<file path="src/rtl/uart_pkg.sv">
// Shared types and line levels for the UART transmit path.
package uart_pkg;

    typedef enum logic [2:0] {
        IDLE,
        START,
        DATA,
        PARITY,
        STOP
    } tx_state_e;

    localparam logic UART_IDLE_LEVEL  = 1'b1;
    localparam logic UART_START_LEVEL = 1'b0;

endpackage

</file>
<file path="src/rtl/uart_baud_counter.sv">
// Bit-period timer: counts 0..CLKS_PER_BIT-1 while enabled and flags the last cycle of each bit.
module uart_baud_counter #(
    parameter int CLKS_PER_BIT = 16
) (
    input  logic clk,
    input  logic rst,
    input  logic restart,
    input  logic en,
    output logic bit_tick
);

    localparam int CNT_W = (CLKS_PER_BIT > 1) ? $clog2(CLKS_PER_BIT) : 1;
    localparam logic [CNT_W-1:0] LAST_CNT = CNT_W'(CLKS_PER_BIT - 1);

    logic [CNT_W-1:0] count_q;

    // NOTE: sequential state uses non-blocking assignments so every register samples pre-edge values.
    always_ff @(posedge clk) begin
        if (rst) begin
            count_q <= '0;
        end else if (restart) begin
            count_q <= '0;
        end else if (en) begin
            count_q <= (count_q == LAST_CNT) ? '0 : count_q + 1'b1;
        end
    end

    assign bit_tick = en && (count_q == LAST_CNT);

endmodule

</file>
<file path="src/rtl/uart_tx_framer.sv">
// UART transmit framer: start, LSB-first data, optional parity, stop bit(s); registered outputs.
// Define UART_TX_PARITY_EN to insert a parity bit (sense chosen by PARITY_ODD).
module uart_tx_framer
    import uart_pkg::*;
#(
    parameter int DATA_WIDTH   = 8,
    parameter int CLKS_PER_BIT = 16,
    parameter int STOP_BITS    = 1,
    parameter int PARITY_ODD   = 0
) (
    input  logic                  clk,
    input  logic                  rst,
    input  logic [DATA_WIDTH-1:0] data_in,
    input  logic                  data_valid,
    output logic                  busy,
    output logic                  tx_out,
    output logic                  tx_done
);

    localparam int IDX_W = $clog2(DATA_WIDTH) + 1;
    localparam logic [IDX_W-1:0] LAST_IDX = IDX_W'(DATA_WIDTH - 1);
    localparam logic LAST_STOP = 1'(STOP_BITS - 1);

    if (DATA_WIDTH < 5 || DATA_WIDTH > 9) begin : g_bad_data_width
        $error("uart_tx_framer: DATA_WIDTH must be 5..9");
    end
    if (CLKS_PER_BIT < 2) begin : g_bad_clks_per_bit
        $error("uart_tx_framer: CLKS_PER_BIT must be >= 2");
    end
    if (STOP_BITS < 1 || STOP_BITS > 2) begin : g_bad_stop_bits
        $error("uart_tx_framer: STOP_BITS must be 1 or 2");
    end
    if (PARITY_ODD < 0 || PARITY_ODD > 1) begin : g_bad_parity_odd
        $error("uart_tx_framer: PARITY_ODD must be 0 or 1");
    end

    tx_state_e             state_q, state_d;
    logic [DATA_WIDTH-1:0] shift_q, shift_d;
    logic [IDX_W-1:0]      bit_idx_q, bit_idx_d;
    logic                  stop_idx_q, stop_idx_d;
    logic                  tx_out_q, tx_out_d;
    logic                  busy_q, busy_d;
    logic                  tx_done_q, tx_done_d;
`ifdef UART_TX_PARITY_EN
    logic                  parity_q, parity_d;
`endif

    logic bit_tick;
    logic restart;
    logic end_of_frame;
    logic accept;

    uart_baud_counter #(
        .CLKS_PER_BIT(CLKS_PER_BIT)
    ) u_baud (
        .clk      (clk),
        .rst      (rst),
        .restart  (restart),
        .en       (state_q != IDLE),
        .bit_tick (bit_tick)
    );

    // A new byte is taken either from IDLE or on the final stop-bit edge, giving gapless frames.
    assign end_of_frame = (state_q == STOP) && bit_tick && (stop_idx_q == LAST_STOP);
    assign accept       = data_valid && ((state_q == IDLE) || end_of_frame);
    assign restart      = accept;

    always_comb begin
        // NOTE: every combinational output gets a default first so no latch can be inferred.
        state_d    = state_q;
        shift_d    = shift_q;
        bit_idx_d  = bit_idx_q;
        stop_idx_d = stop_idx_q;
        tx_done_d  = 1'b0;
`ifdef UART_TX_PARITY_EN
        parity_d   = parity_q;
`endif

        case (state_q)
            IDLE: begin
            end
            START: begin
                if (bit_tick) begin
                    state_d   = DATA;
                    bit_idx_d = '0;
                end
            end
            DATA: begin
                if (bit_tick) begin
                    if (bit_idx_q == LAST_IDX) begin
`ifdef UART_TX_PARITY_EN
                        state_d    = PARITY;
`else
                        state_d    = STOP;
                        stop_idx_d = 1'b0;
`endif
                    end else begin
                        bit_idx_d = bit_idx_q + 1'b1;
                        shift_d   = shift_q >> 1;
                    end
                end
            end
`ifdef UART_TX_PARITY_EN
            PARITY: begin
                if (bit_tick) begin
                    state_d    = STOP;
                    stop_idx_d = 1'b0;
                end
            end
`endif
            STOP: begin
                if (bit_tick) begin
                    if (stop_idx_q == LAST_STOP) begin
                        state_d   = IDLE;
                        tx_done_d = 1'b1;
                    end else begin
                        stop_idx_d = stop_idx_q + 1'b1;
                    end
                end
            end
            default: begin
                state_d = IDLE;
            end
        endcase

        if (accept) begin
            state_d    = START;
            shift_d    = data_in;
            bit_idx_d  = '0;
            stop_idx_d = 1'b0;
`ifdef UART_TX_PARITY_EN
            parity_d   = (^data_in) ^ PARITY_ODD[0];
`endif
        end

        // Outputs are decoded from the next state so they can be registered without a cycle of lag.
        tx_out_d = UART_IDLE_LEVEL;
        busy_d   = (state_d != IDLE);
        case (state_d)
            START:   tx_out_d = UART_START_LEVEL;
            DATA:    tx_out_d = shift_d[0];
`ifdef UART_TX_PARITY_EN
            PARITY:  tx_out_d = parity_d;
`endif
            default: tx_out_d = UART_IDLE_LEVEL;
        endcase
    end

    always_ff @(posedge clk) begin
        if (rst) begin
            state_q    <= IDLE;
            shift_q    <= '0;
            bit_idx_q  <= '0;
            stop_idx_q <= 1'b0;
            tx_out_q   <= UART_IDLE_LEVEL;
            busy_q     <= 1'b0;
            tx_done_q  <= 1'b0;
`ifdef UART_TX_PARITY_EN
            parity_q   <= 1'b0;
`endif
        end else begin
            state_q    <= state_d;
            shift_q    <= shift_d;
            bit_idx_q  <= bit_idx_d;
            stop_idx_q <= stop_idx_d;
            tx_out_q   <= tx_out_d;
            busy_q     <= busy_d;
            tx_done_q  <= tx_done_d;
`ifdef UART_TX_PARITY_EN
            parity_q   <= parity_d;
`endif
        end
    end

    assign tx_out  = tx_out_q;
    assign busy    = busy_q;
    assign tx_done = tx_done_q;

endmodule

</file>
<file path="config.mk">
export PLATFORM = sky130hd
export DESIGN_NAME = uart_tx_framer
export DESIGN_NICKNAME = d
export VERILOG_FILES = /design/src/rtl/uart_pkg.sv /design/src/rtl/uart_baud_counter.sv /design/src/rtl/uart_tx_framer.sv
export SDC_FILE = /design/constraint.sdc
export NUM_CORES = 1
export LEC_CHECK = 0
export BUFFER_PORTS_ARGS = -buffer_cell sky130_fd_sc_hd__clkbuf_2
export CORE_MARGIN = 2
export CORE_UTILIZATION = 45
export CTS_BUF_LIST = sky130_fd_sc_hd__clkbuf_16
export DETAILED_ROUTE_END_ITERATION = 12
export SETUP_SLACK_MARGIN = 0.2
export SYNTH_ARGS = -nofsm -noshare
export SYNTH_HDL_FRONTEND = slang
export SYNTH_SLANG_ARGS = --single-unit
</file>
<file path="constraint.sdc">
create_clock -name clk -period 4.7 [get_ports clk]
set_clock_uncertainty 0.1 [all_clocks]
set_input_delay 0.94 -clock clk [delete_from_list [all_inputs] [get_ports clk]]
set_output_delay 0.94 -clock clk [all_outputs]
set_load 0.01 [all_outputs]
</file>
Word-level counts from Yosys, hierarchy flattened
Cells that the tools add are included.
{ "totals": {"inputBits": 11, "ff_bits": 23, "wordCells": 68, "out_inout_bits": 3} }
{ "classes": {"n_mux": 23, "addsub": 3, "bitwise": 3, "reduce_logical": 17, "n_eq_ne": 13} }
{ "ops": {"columns": ["operator", "n"], "rows": [
  ["$mux 8", 4],
  ["$mux 3", 6],
  ["$mux 4", 4],
  ["$ne 2x2->1 const B", 6],
  ["$pmux 3 s4", 1],
  ["$add 4x1->4 const B", 2],
  ["$pmux 4 s2", 1],
  ["$reduce_and 4->1", 2],
  ["$reduce_bool 2->1", 4],
  ["$eq 3x1->1 const B", 2],
  ["$eq 3x2->1 const B", 2],
  ["$reduce_bool 3->1", 2],
  ["$mux 1", 5],
  ["$eq 4x3->1 const B", 1],
  ["$eq 4x4->1 const B", 1],
  ["$logic_and 1x1->1", 4],
  ["$pmux 1 s2", 2],
  ["$eq 3x3->1 const B", 1],
  ["$logic_not 3->1", 1],
  ["$not 1->1", 3],
  ["$reduce_and 3->1", 1],
  ["$reduce_or 3->1", 1],
  ["$reduce_or 2->1", 1],
  ["$add 1x1->1 const B", 1],
  ["$logic_or 1x1->1", 1]
]} }

Depth between registers and ports, before layout
Gate-level depths: netlist of the first run.
{ "logic_depth": {"ltp_word": 9, "depth_mapped": 6} }

Hierarchy
Synthesis of the first run repeated with hierarchy kept, for this count alone.
{ "unflattened": {"cells_unflattened": 116, "hier_area_um2": 1078.5} }
{ "modules_own_cells": {"columns": ["module", "area_per_inst_um2", "seq_area_each_um2", "instances", "cells_per_inst"], "rows": [
  ["uart_tx_framer", 904.6, 360.3, 1, 99],
  ["uart_baud_counter", 173.9, 80.1, 1, 17]
]} }

Worst setup path after synthesis of the first run
No wires, ideal clock.
{ "synth_timing": {"path_kind": "input to register", "startpoint": "input port data_valid", "endpoint": "register shift_q[7]", "n_path_buf": 1, "arrival_ns": 1.752, "slack_ns": 2.716, "required_ns": 4.467, "cell_stages": 5, "setup_time_ns": 0.133, "path_cell_list": "inv_1 a2111o_1 buf_2 nand3b_1 a21oi_1"} }
{ "synth_via": {"elab_chain_cells": 3, "word_cells_on_any_way": 6, "classes_between": "eq/ne (1); mux (1); reduce/logical (4)"} }
{ "synth_rtl": {"columns": ["element", "line", "source"], "rows": [
  ["start, declared", "uart_tx_framer.sv:14", "input logic data_valid,"],
  ["$logic_and 1x1->1 (*)", "uart_tx_framer.sv:65", "assign accept = data_valid && ((state_q == IDLE) || end_of_frame);"],
  ["$ne 2x2->1 (no source line) or $reduce_bool 2->1 (tied branches)", null, null],
  ["$reduce_and 3->1 (no source line)", null, null],
  ["end signal, assigned", "uart_tx_framer.sv:163", "shift_q <= shift_d;"],
  ["end, declared", "uart_tx_framer.sv:38", "logic [DATA_WIDTH-1:0] shift_q, shift_d;"]
]} }
Every way passes the cells marked *; elsewhere a longest branch is shown, timed or not.
A chain may end at the register's enable or synchronous reset.

Worst setup path in the final report of the first run
{ "layout_timing": {"startpoint": "register u_baud.count_q[0]", "endpoint": "register shift_q[7]"} }
{ "layout_via": {"elab_chain_cells": 8, "word_cells_on_any_way": 11, "classes_between": "eq/ne (2); mux (1); reduce/logical (8)"} }
{ "layout_rtl": {"columns": ["element", "line", "source"], "rows": [
  ["start, declared", "uart_baud_counter.sv:15", "logic [CNT_W-1:0] count_q;"],
  ["start signal, assigned", "uart_baud_counter.sv:24", "count_q <= (count_q == LAST_CNT) ? '0 : count_q + 1'b1;"],
  ["$eq 4x4->1 (*)", "uart_baud_counter.sv:28", "assign bit_tick = en && (count_q == LAST_CNT);"],
  ["$logic_and 1x1->1 (*)", "uart_baud_counter.sv:28", null],
  ["$logic_and 1x1->1 (2 in a row)", "uart_tx_framer.sv:64", "assign end_of_frame = (state_q == STOP) && bit_tick && (stop_idx_q == LAST_STOP);"],
  ["$logic_or 1x1->1", "uart_tx_framer.sv:65", null],
  ["$logic_and 1x1->1", "uart_tx_framer.sv:65", null],
  ["$ne 2x2->1 (no source line) or $reduce_bool 2->1 (tied branches)", null, null],
  ["$reduce_and 3->1 (no source line)", null, null]
]} }
Marks and branches as above.

==> flow_summary.toml, run 1 <==
[grt]
grt_pass1_wl_um = 3629
grt_pass1_vias = 813
antenna_found_initial = 0
grt_max_degree = 18
track_usage_pct = 17.77
gr-total-overflow = 0

[placement]
numPortBuffers = 13
dpl_worst_slack_ns = 2.357
dp.cells = 151
dp_hpwl_um = 1351
place_congestion = 0.6972

[logic_synthesis]
synthDistinctLibCells = 36
syn-cell-area_um2 = 1057
ys_ff_latch = 22
synthTopCellsByArea = "dfxtp_1, a211oi_1, mux2i_1"
yosysTopAreaCell = "dfxtp_1"
synth-main-ff-cell = "dfxtp_1"
syn_inst = 117
synth_edf_count = 0
synth_warnings = 0
avgSynthCellArea_um2 = 9.036
yosys.area.top_type_share_pct = 41.66
ys_seq_area_share_pct = 41.66
synth_nets = 130
synthArstFlopShare_pct = 0

[critical_path]
critical_path_required_ns = 4.78
r2r_slack_ns = 2.54
crit_path_end_kind = "register"
cp-startpoint = "u_baud.count_q[0]$_SDFFE_PP0P_"
crit-reg2reg-launch = "u_baud.count_q[0]$_SDFFE_PP0P_"
timing.rr.end = "shift_q[7]$_SDFFE_PP0P_"
path_class = "register to register"
critPathArrivalTime_ns = 2.24
r2r_cells = 5
path_max_fanout = 17
worstSetupStartpointType = "register"

[drt]
ant_nets = 0
vias = 833
routedWlPerCell_um = 12.64
drc = 0
wl_um = 1959
first_pass_iters = 4
drtIter0Drc = 10
vias_per_cell = 5.374

[layout]
finalNetCount = 141
fill_cells = 223
syn2layout_area_growth_pct = 13.14
n_antenna_cell = 0
stdcell_count = 155
layout-drive-gt1-share_pct = 18.11

[die]
die_y_um = 52.47
fp-row-count = 17
ios = 14
dieWidth_um = 52.47
dieArea_um2 = 2753
start_util_pct = 47.79
core_um2 = 2212

[sta]
max_freq_mhz = 462.4
hold_viol = 0
fin_crit_sh_pct = 46.01
min_period_ns = 2.163
setup_viol = 0
fin_ws_ns = 2.537
tns_ns = 0
slew_headroom_pct = 65.56
rsz0062_at_grt = "false"
drv_slew = 0
tightest_slew_ns = 0.5162

[cts]
cts_hold_buf = 0
cts_buffers = 3
clockBufferDepth = 2
cts.sinks = 22
cts_tree = "built"
clk_pin_slew_ns = 0.06
clkLatencyLatePin_ns = 0.25
root_buffer = "clkbuf_16"
cts_setup_buffers = 0
cts_resized = 0
h-tree-depth = 1

[worst_hold_path]
min-delay-path-class = "register to register"
min_to = "u_baud.count_q[1]$_SDFFE_PP0P_"
worstHoldStart = "u_baud.count_q[1]$_SDFFE_PP0P_"
min_delay_path_depth = 2

[status]
status = "complete, no violations"

[flow_run]
maxCapViolations = 0

[power]
power.density_nw_per_um2 = 342.0
ir_worst_vdd_uv = 232.1
p_leak_nw = 0.4405
## flip-flops by register name (all words and copies together), names as in the netlist
| register | flops |
|---|---|
| state_q | 3 |
| tx_done | 1 |
| bit_idx_q | 4 |
| busy | 1 |
| tx_out | 1 |
| shift_q | 8 |
| u_baud.count_q | 4 |
## layout by cell type (no fill, tap or decap), drive strengths merged, types with 2 or more instances in the layout
cell type and instances:
mux2i 7, or3 4, nor3 4, nor2 14
dfxtp 22, and4b 2, ha 2, nand3 2
nand2 8, nor2b 2, clkbuf 16, a211oi 13
nand3b 3, a21oi 7, o21ai 4, inv 2
## how the worst max path moves through the flow
stage                                         end  slack [ns]  depth (start not counted)
after floorplan           shift_q[7]$_SDFFE_PP0P_        2.72                          5
after global placement    shift_q[7]$_SDFFE_PP0P_        2.39                          5
after detailed placement  shift_q[7]$_SDFFE_PP0P_        2.36                          5
after CTS                 shift_q[7]$_SDFFE_PP0P_        2.53                          5
after global routing      shift_q[7]$_SDFFE_PP0P_        2.35                          5
final                     shift_q[7]$_SDFFE_PP0P_        2.54                          5
## cell usage after synthesis (all sizes together) (3+ instances only)
master and instances:
a211oi 13, a21oi 7, buf 4, clkbuf 3, dfxtp 22, mux2i 7
nand2 8, nand3b 3, nor2 14, nor3 4, o21ai 4, or3 4
## stage by stage
step | area, µm² | hold slack, ns | total power (W) | utilization [%]
floorplan | 1057 | 0.3491 | 0.0002238 | -
global placement | 1117 | 0.3623 | 0.0002333 | 50.51
detailed placement | 1117 | 0.3785 | 0.0002338 | 50.51
CTS | 1196 | 0.3880 | 0.0004119 | 54.07
global route | 1196 | 0.4173 | 0.0004282 | 54.07
finish | 1196 | 0.3771 | 0.0004090 | 54.07
## cell families (layout without fill, tap and decap cells)
| logic type | after synthesis | count (layout) | synth area share, % |
|---|---|---|---|
| DFF | 22 | 22 | 41.66 |
| and+or+nand+nor | 45 | 45 | 23.31 |
| adders and majority gates | 2 | 2 | 2.366 |
| xor gates and xnor gates | 1 | 1 | 0.8286 |
| muxes | 7 | 7 | 6.627 |
| AOI/OAI and AO/OA | 31 | 31 | 20.71 |
| buffers and inverters | 9 | 19 | 4.497 |
## power by group
group / switching, W / total, W / internal (W)
clock: 0.0000659 / 0.000179 / 0.000113
sequential: 0.00000544 / 0.000200 / 0.000194
combinational: 0.0000163 / 0.0000298 / 0.0000135
## critical path, stage by stage (launching register included)
cell      delay, ns
dfxtp_1        0.38
ha_1           0.24
nand3_2        0.21
a2111o_1       0.69
or2_2          0.36
a21oi_1        0.11
## area by class of cell
| type | count | area (µm²) | share of cell area (%) |
|---|---|---|---|
| repair buffers | 13 | 65.06 | 5.439 |
| clock buffers | 3 | 75.07 | 6.276 |
| flip-flops and latches | 22 | 440.4 | 36.82 |
| multi-input cells | 86 | 569.3 | 47.59 |
| inverters | 2 | 7.507 | 0.6276 |
| clock inverters | 1 | 3.754 | 0.3138 |
| well taps | 28 | 35.03 | 2.929 |
## routing by layer
metal / GRT usage (%) / part of all wire (%) / vias up
li1: - / - / 448
met1: 23.72 / 50 / 374
met2: 27.71 / 48 / 9
met3: 2.571 / 1.9 / 2
met4: 8.974 / 0.82 / 0
met5: 0 / 0 / -
Power figures use the tool's default switching activity.
==> run 2: changes to the inputs <==
==> constraint.sdc (replaced) <==
create_clock -name clk -period 2 [get_ports clk]
set_clock_uncertainty 0.1 [all_clocks]
set_input_delay 0.4 -clock clk [delete_from_list [all_inputs] [get_ports clk]]
set_output_delay 0.4 -clock clk [all_outputs]
set_load 0.01 [all_outputs]
==> flow_summary.toml, run 2 (synthesis results as in run 1) <==
[layout]
multi_input_area_um2 = 628.1
top_register = "shift_q"
reg.largest.list = "shift_q x8, bit_idx_q x4, u_baud.count_q x4"
largest_register_ffs = 8
seq_area_um2 = 450.4
n_antenna_cell = 0
final_common_cell = "dfxtp_1"
syn2layout_area_growth_pct = 28.64
layout-drive-gt1-share_pct = 35.04
fill_cells = 205
final_cell_area_um2 = 1360
layout_common_cells = "dfxtp_1, nor2_1, clkbuf_2"
finalNetCount = 151

[sta]
tightest_slew_ns = 0.4578
slew_headroom_pct = 69.24
min_period_ns = 1.769
fin_crit_sh_pct = 88.47
rsz0062_at_grt = "true"
max_freq_mhz = 565.1
setup_viol = 0
fin_hold_ws_ns = 0.3148
hold_viol = 0
drv_slew = 0
tns_ns = 0

[drt]
first_pass_iters = 4
vias_per_cell = 5.527
wl_um = 2318
routedWlPerCell_um = 14.05
drtIter0Drc = 6
drc = 0
vias = 912
ant_nets = 0

[die]
ios = 14
start_util_pct = 47.79
fp-row-count = 17
core_um2 = 2212
dieWidth_um = 52.47
dieArea_um2 = 2753
die_y_um = 52.47

[grt]
grt_pass1_wl_um = 3684
grt_max_degree = 15
gr-total-overflow = 0
antenna_found_initial = 0
gr-max-usage-layer = "met2"
grtUsageMet1_pct = 21.17
grt_pass1_vias = 842
gr-usage-met2_pct = 33.54
track_usage_pct = 18.94
grt_util_met3_pct = 4.286

[placement]
numPortBuffers = 13
dp_hpwl_um = 1584
place_area_um2 = 1175
place_congestion = 0.7769

[cts]
clk_pin_slew_ns = 0.06
root_buffer = "clkbuf_16"
cts_hold_buf = 0
cts_buffers = 3
cts_tree = "built"
cts.sinks = 22
h-tree-depth = 1
clkLatencyLatePin_ns = 0.25
clockBufferDepth = 2

[worst_hold_path]
min-delay-path-class = "input pin to register"

[flow_run]
maxCapViolations = 0

[power]
ir_worst_vdd_uv = 555.7
p_leak_nw = 0.5058
power.density_nw_per_um2 = 721.5

[critical_path]
path_class = "register to register"
crit_path_end_kind = "register"
critical_path_required_ns = 2.03
critPathArrivalTime_ns = 1.80
worstSetupStartpointType = "register"
path_max_fanout = 4

[status]
status = "complete, no violations"
run 2: cell types whose count changed in the layout (fill, tap and decap cells not counted), sizes merged:
cell  before  now
buf        0   10
run 2: layer usage:
layer / vias up / part of all wire [%]
met5: - / 0
met4: 0 / 1.7
met3: 5 / 2.5
met2: 12 / 51
met1: 422 / 45
li1: 473 / -
run 2: final cells by class:
class,count,area share (%)
Tap cell,28,2.576
Timing Repair Buffer,23,11.78
Clock buffer,3,5.520
Inverter,2,0.5520
Multi-Input combinational cell,86,46.18
Clock inverter,1,0.2760
Sequential cell,22,33.12
run 2: worst paths after layout:
kind	start	to	slack, ns	cells after the start
max reg2reg	u_baud.count_q[0]$_SDFFE_PP0P_	tx_out$_SDFF_PP1_	0.23	6
min	data_in[3]	shift_q[3]$_SDFFE_PP0P_	0.31	3
max	u_baud.count_q[0]$_SDFFE_PP0P_	tx_out$_SDFF_PP1_	0.23	6
min reg2reg	bit_idx_q[0]$_SDFFE_PP0P_	bit_idx_q[0]$_SDFFE_PP0P_	0.36	1
run 2: repair_timing:
action,CTS,global route
pin swaps,3,5
setup endpoints to repair,17,8
setup buffers,2,2
resized for setup,8,14
run 2: report_power, final:
group | internal [W] | switching, W | total, W
Sequential | 0.000457 | 0.0000145 | 0.000472
Combinational | 0.0000460 | 0.0000474 | 0.0000934
Clock | 0.000266 | 0.000150 | 0.000416
run 2: worst max-delay path, cell delays in order, from the launching register on:
cell	delay [ns]
dfxtp_4	0.36
ha_4	0.17
buf_4	0.13
and3_2	0.25
a2111oi_4	0.35
a21boi_2	0.24
a21oi_1	0.05
run 2: through the flow:
step           setup slack [ns]  total power, W  cells  util [%]
3_5_place_dp             0.1267       0.0005569    157     53.11
5_1_grt                  0.1929        0.001023    165     61.48
6_report                 0.2305       0.0009813    165     61.48
3_3_place_gp             0.1930       0.0005546    157     53.11
2_1_floorplan            0.2764       0.0005259    117         -
4_1_cts                  0.2128       0.0009745    163     58.37
